$ cat src/rtl/rns_789_to_binary.sv
// Purpose: residue-to-binary converter for moduli {7,8,9} via mixed-radix conversion (X = d0 + 8*d1 + 56*d2).
// Latency: result valid 4 cycles after the accept cycle; one conversion in flight, 5-cycle throughput.
// Backpressure: in_ready only in IDLE; result held stable in OUT until out_ready.
module rns_789_to_binary #(
    parameter bit CHECK_INVALID = 1'b1
) (
    input  logic       clk,
    input  logic       rst,
    input  logic       in_valid,
    output logic       in_ready,
    input  logic [2:0] r7,
    input  logic [2:0] r8,
    input  logic [3:0] r9,
    output logic       out_valid,
    input  logic       out_ready,
    output logic [8:0] x_out,
    output logic       err
);

    typedef enum logic [2:0] {
        S_IDLE,
        S_D1,
        S_D2,
        S_SUM,
        S_OUT
    } state_t;

    state_t     state;
    logic [2:0] r7_q;
    logic [2:0] r8_q;   // also d0
    logic [3:0] r9_q;
    logic       bad_q;
    logic [2:0] d1_q;
    logic [3:0] d2_q;

    // Reduce a value in 0..44 modulo 9 using compare/subtract only.
    function automatic logic [3:0] mod9(input logic [5:0] v);
        logic [5:0] r;
        if (v >= 6'd36)      r = v - 6'd36;
        else if (v >= 6'd27) r = v - 6'd27;
        else if (v >= 6'd18) r = v - 6'd18;
        else if (v >= 6'd9)  r = v - 6'd9;
        else                 r = v;
        return r[3:0];
    endfunction

    logic       in_bad;
    logic [3:0] t7;
    logic [3:0] t7_red;
    logic [2:0] d1_next;
    logic [3:0] e9;
    logic [5:0] u9;
    logic [3:0] w9;
    logic [5:0] w9_x5;
    logic [3:0] d2_next;
    logic [8:0] sum9;

    // Input range check and the mixed-radix digit arithmetic.
    always_comb begin
        in_bad  = CHECK_INVALID && ((r7 == 3'd7) || (r9 > 4'd8));

        // d1 = (r7 - d0) mod 7; biased by +7 so the difference stays non-negative (0..14).
        t7      = {1'b0, r7_q} + 4'd7 - {1'b0, r8_q};
        if (t7 >= 4'd14)     t7_red = t7 - 4'd14;
        else if (t7 >= 4'd7) t7_red = t7 - 4'd7;
        else                 t7_red = t7;
        d1_next = t7_red[2:0];

        // 8*d1 mod 9 equals (9 - d1) mod 9.
        e9      = (d1_q == 3'd0) ? 4'd0 : (4'd9 - {1'b0, d1_q});
        // (r9 - d0 - 8*d1) mod 9, biased by +18 to stay non-negative (3..33).
        u9      = {2'b00, r9_q} + 6'd18 - {3'b000, r8_q} - {2'b00, e9};
        w9      = mod9(u9);
        // d2 = 5*w mod 9, with 5*w built as 4*w + w.
        w9_x5   = {w9, 2'b00} + {2'b00, w9};
        d2_next = mod9(w9_x5);

        // 56*d2 = 64*d2 - 8*d2; 9-bit wraparound is exact since the true sum is at most 503.
        sum9    = {6'd0, r8_q} + {3'd0, d1_q, 3'b000}
                + {d2_q[2:0], 6'd0} - {2'b00, d2_q, 3'b000};
    end

    // Control FSM with registered handshake outputs and datapath registers.
    always_ff @(posedge clk) begin
        if (rst) begin
            state     <= S_IDLE;
            in_ready  <= 1'b0;
            out_valid <= 1'b0;
            x_out     <= 9'd0;
            err       <= 1'b0;
            r7_q      <= 3'd0;
            r8_q      <= 3'd0;
            r9_q      <= 4'd0;
            bad_q     <= 1'b0;
            d1_q      <= 3'd0;
            d2_q      <= 4'd0;
        end else begin
            case (state)
                S_IDLE: begin
                    in_ready <= 1'b1;
                    if (in_valid && in_ready) begin
                        r7_q     <= r7;
                        r8_q     <= r8;
                        r9_q     <= r9;
                        bad_q    <= in_bad;
                        in_ready <= 1'b0;
                        state    <= S_D1;
                    end
                end
                S_D1: begin
                    d1_q  <= d1_next;
                    state <= S_D2;
                end
                S_D2: begin
                    d2_q  <= d2_next;
                    state <= S_SUM;
                end
                S_SUM: begin
                    x_out     <= bad_q ? 9'd0 : sum9;
                    err       <= bad_q;
                    out_valid <= 1'b1;
                    state     <= S_OUT;
                end
                S_OUT: begin
                    if (out_ready) begin
                        out_valid <= 1'b0;
                        in_ready  <= 1'b1;
                        state     <= S_IDLE;
                    end
                end
                default: begin
                    state     <= S_IDLE;
                    in_ready  <= 1'b0;
                    out_valid <= 1'b0;
                end
            endcase
        end
    end

endmodule

$ cat config.mk
export PLATFORM = sky130hd
export DESIGN_NAME = rns_789_to_binary
export DESIGN_NICKNAME = d
export VERILOG_FILES = /design/src/rtl/rns_789_to_binary.sv
export SDC_FILE = /design/constraint.sdc
export NUM_CORES = 1
export LEC_CHECK = 0
export ABC_AREA = 1
export BUFFER_PORTS_ARGS = -buffer_cell sky130_fd_sc_hd__buf_2
export CAP_MARGIN = 10
export CORE_UTILIZATION = 55
export CTS_CLUSTER_DIAMETER = 150
export DETAILED_ROUTE_END_ITERATION = 8
export PLACE_DENSITY = 0.82
export SYNTH_ARGS = -nofsm -noshare
export SYNTH_HDL_FRONTEND = slang
export SYNTH_SLANG_ARGS = --single-unit
export TNS_END_PERCENT = 20
$ cat constraint.sdc
create_clock -name clk -period 6.8 [get_ports clk]
set_clock_uncertainty 0.05 [all_clocks]
set_input_delay 1.36 -clock clk [delete_from_list [all_inputs] [get_ports clk]]
set_output_delay 1.36 -clock clk [all_outputs]
set_load 0.01 [all_outputs]
==> flow_metrics.py <==
metrics = {
    "logic_synthesis": {
        "ys_types": 37,
        "syn_inst": 426,
        "ys_warn_count": 0,
        "yosysSeqAreaShare": 0.225,
        "syn_area_per_cell_um2": 6.89,
        "netlist_area_um2": 2940,
        "ys_ff_latch": 33,
        "syn-num-nets": 489,
    },
    "finish": {
        "n_antenna_cell": 0,
        "final_core_utilization": 0.625,
        "fin_nets": 516,
        "final_common_cell": "nand2_1",
        "multi_input_area_um2": 1960,
        "drive_above_1_share": 0.132,
        "final_cell_mix": "86 x nand2_1, 76 x inv_1, 43 x ha_1, 33 x a21oi_1, 33 x dfxtp_1",
        "fillers": 480,
        "fin_cells": 524,
        "regArea_um2": 661,
        "syn2layout_area_growth_pct": 9.42,
    },
    "timing": {
        "fin_tns_setup_ns": 0,
        "grt_setup_unrepaired": "false",
        "period_needed_ns": 5.77,
        "finalHoldViolations": 0,
        "fmax_mhz": 173,
        "drv_slew": 0,
        "fin_ws_ns": 1.03,
        "relSlewSlack": 0.444,
        "tightest_slew_ns": 0.830,
        "finalSetupViolCount": 0,
        "fin_crit_sh": 0.849,
    },
    "place": {
        "place_inst": 516,
        "io_buffers": 25,
        "pre_cts_slack_ns": 1.12,
        "gp_congestion": 0.927,
        "dpl.hpwl_mm": 5.13,
    },
    "routing": {
        "drtIter0Drc": 215,
        "routed_via_density": 5.28,
        "routedWlPerCell_um": 12.4,
        "dr_total_vias": 2766,
        "drcViolationCount": 0,
        "ant_nets": 0,
        "routed_wl_mm": 6.51,
        "dr.pass1.iters": 5,
    },
    "global_routing": {
        "antenna_found_initial": 0,
        "grt_use_total": 0.250,
        "grt_max_degree": 18,
        "grt_overflow_total": 0,
        "grt_pass1_wl_mm": 10.7,
        "grt_pass1_vias": 2435,
    },
    "floorplanning": {
        "core_um2": 5140,
        "start_util": 0.571,
        "die_w_um": 75.1,
        "die_h_um": 75.1,
        "die_area_um2": 5640,
        "boundaryPins": 26,
        "num_rows": 26,
    },
    "worst_setup_path": {
        "rr_startpoint": "d1_q[1]",
        "end_kind": "flop",
        "regToRegSetupSlack_ns": 1.03,
        "required_ns": 6.92,
        "worstSetupStartpointType": "flop",
        "r2r_end": "d2_q[0]",
        "max_stage_delay_ns": 0.61,
        "critPathMaxFanout": 7,
        "reg2regPathDepth": 30,
        "path_common_cell": "inv_1",
        "critPathSlowestCell": "fa_1",
        "crit_arrival_ns": 5.90,
        "crit_type": "reg2reg",
    },
    "min_path": {
        "worstHoldPathType": "reg2reg",
        "hold_start": "x_out[6]",
        "hold_depth": 2,
        "min_to": "x_out[6]",
    },
    "clocking": {
        "clock_sinks": 33,
        "numCtsBuffers": 5,
        "postCtsSetupRepairBufs": 0,
        "clkLatencyLatePin_ns": 0.29,
        "root_buffer": "clkbuf_8",
        "clockBufferDepth": 2,
        "cts-hold-fix-buffers": 0,
        "cts_max_level": 2,
        "post_cts_resized": 0,
        "cts_tree": "built",
        "clk_pin_slew_ns": 0.07,
    },
    "run": {
        "drv_cap": 0,
    },
    "run_status": {
        "outcome": "finished clean",
    },
}
## per-layer routing
layer	up-vias	GRT usage	part of all wire
met3	16	0.0428	0.048
li1	1410	-	-
met5	-	0	0
met2	88	0.449	0.49
met1	1252	0.295	0.44
met4	0	0.0985	0.023
## Yosys cell counts
master | count | area share
nand2_2 | 10 | 0.021
a21o_2 | 1 | 0.0030
nand3_1 | 23 | 0.039
a221oi_1 | 1 | 0.0030
o22ai_1 | 1 | 0.0021
nand2_1 | 86 | 0.11
dfxtp_1 | 33 | 0.22
nand2_4 | 5 | 0.019
nand3b_1 | 1 | 0.0026
clkbuf_1 | 4 | 0.0051
or3_1 | 1 | 0.0021
a22oi_1 | 1 | 0.0026
a211oi_1 | 2 | 0.0051
nand3_2 | 5 | 0.017
a21oi_2 | 1 | 0.0030
nor3_1 | 4 | 0.0068
clkinv_1 | 1 | 0.0013
inv_1 | 76 | 0.097
nor2_4 | 1 | 0.0038
o21bai_1 | 1 | 0.0026
ha_1 | 43 | 0.18
a21o_1 | 2 | 0.0051
o221ai_1 | 1 | 0.0030
inv_2 | 3 | 0.0038
a31oi_1 | 5 | 0.011
fa_1 | 6 | 0.041
xor2_1 | 3 | 0.0089
o21ai_0 | 27 | 0.046
xnor2_1 | 3 | 0.0089
buf_1 | 1 | 0.0013
or2_0 | 1 | 0.0021
a21oi_1 | 33 | 0.056
a32oi_1 | 1 | 0.0030
or2_2 | 2 | 0.0043
nand4_1 | 2 | 0.0043
nor2_1 | 31 | 0.040
o21ai_1 | 4 | 0.0068
## stage by stage
step / hold slack [ns] / instance area [um2]
floorplan: 0.391 / 2940
global placement: 0.401 / 3130
detailed placement: 0.405 / 3130
CTS: 0.416 / 3210
global route: 0.433 / 3210
finish: 0.410 / 3210
## how the worst max path moves through the flow
stage                     startpoint       to
after floorplan              d1_q[1]  d2_q[1]
after global placement       d1_q[1]  d2_q[0]
after detailed placement     d1_q[1]  d2_q[1]
after CTS                    d1_q[1]  d2_q[1]
after global routing         d1_q[1]  d2_q[3]
final                        d1_q[1]  d2_q[0]
## final cells by class
cell class	instances	area share
inverter	80	0.0935
timing repair buffer	25	0.0389
sequential	33	0.206
tap	70	0.0273
clock inverter	2	0.00312
clock buffer	6	0.0226
multi-input combinational	308	0.609
## logic make-up (layout without fill, tap and decap cells)
family,Yosys count,after routing,share of synthesized area
xor gates and xnor gates,6,6,0.0179
and+or+nand+nor,172,172,0.272
adders and majority gates,49,49,0.224
AOI/OAI and AO/OA,81,81,0.152
DFF,33,33,0.225
buffers and inverters,85,113,0.109
## worst max-delay path, delay by kind of cell (launching register included)
| family | cells | cell delay [ns] |
|---|---|---|
| and+or+nand+nor | 11 | 1.03 |
| buffers and inverters | 7 | 0.66 |
| xor gates and xnor gates | 1 | 0.19 |
| AOI/OAI and AO/OA | 2 | 0.21 |
| adders and majority gates | 9 | 3.18 |
| DFF | 1 | 0.35 |
## registers in the layout, summed over array words and instances (netlist names), 3 cells and up
register	flops
d2_q	4
x_out	9
r8_q	3
r9_q	4
d1_q	3
state	3
r7_q	3
Power is left out: the tool's default activity adds up to more than one toggle a clock period on the data nets, which glitch-free logic cannot reach.
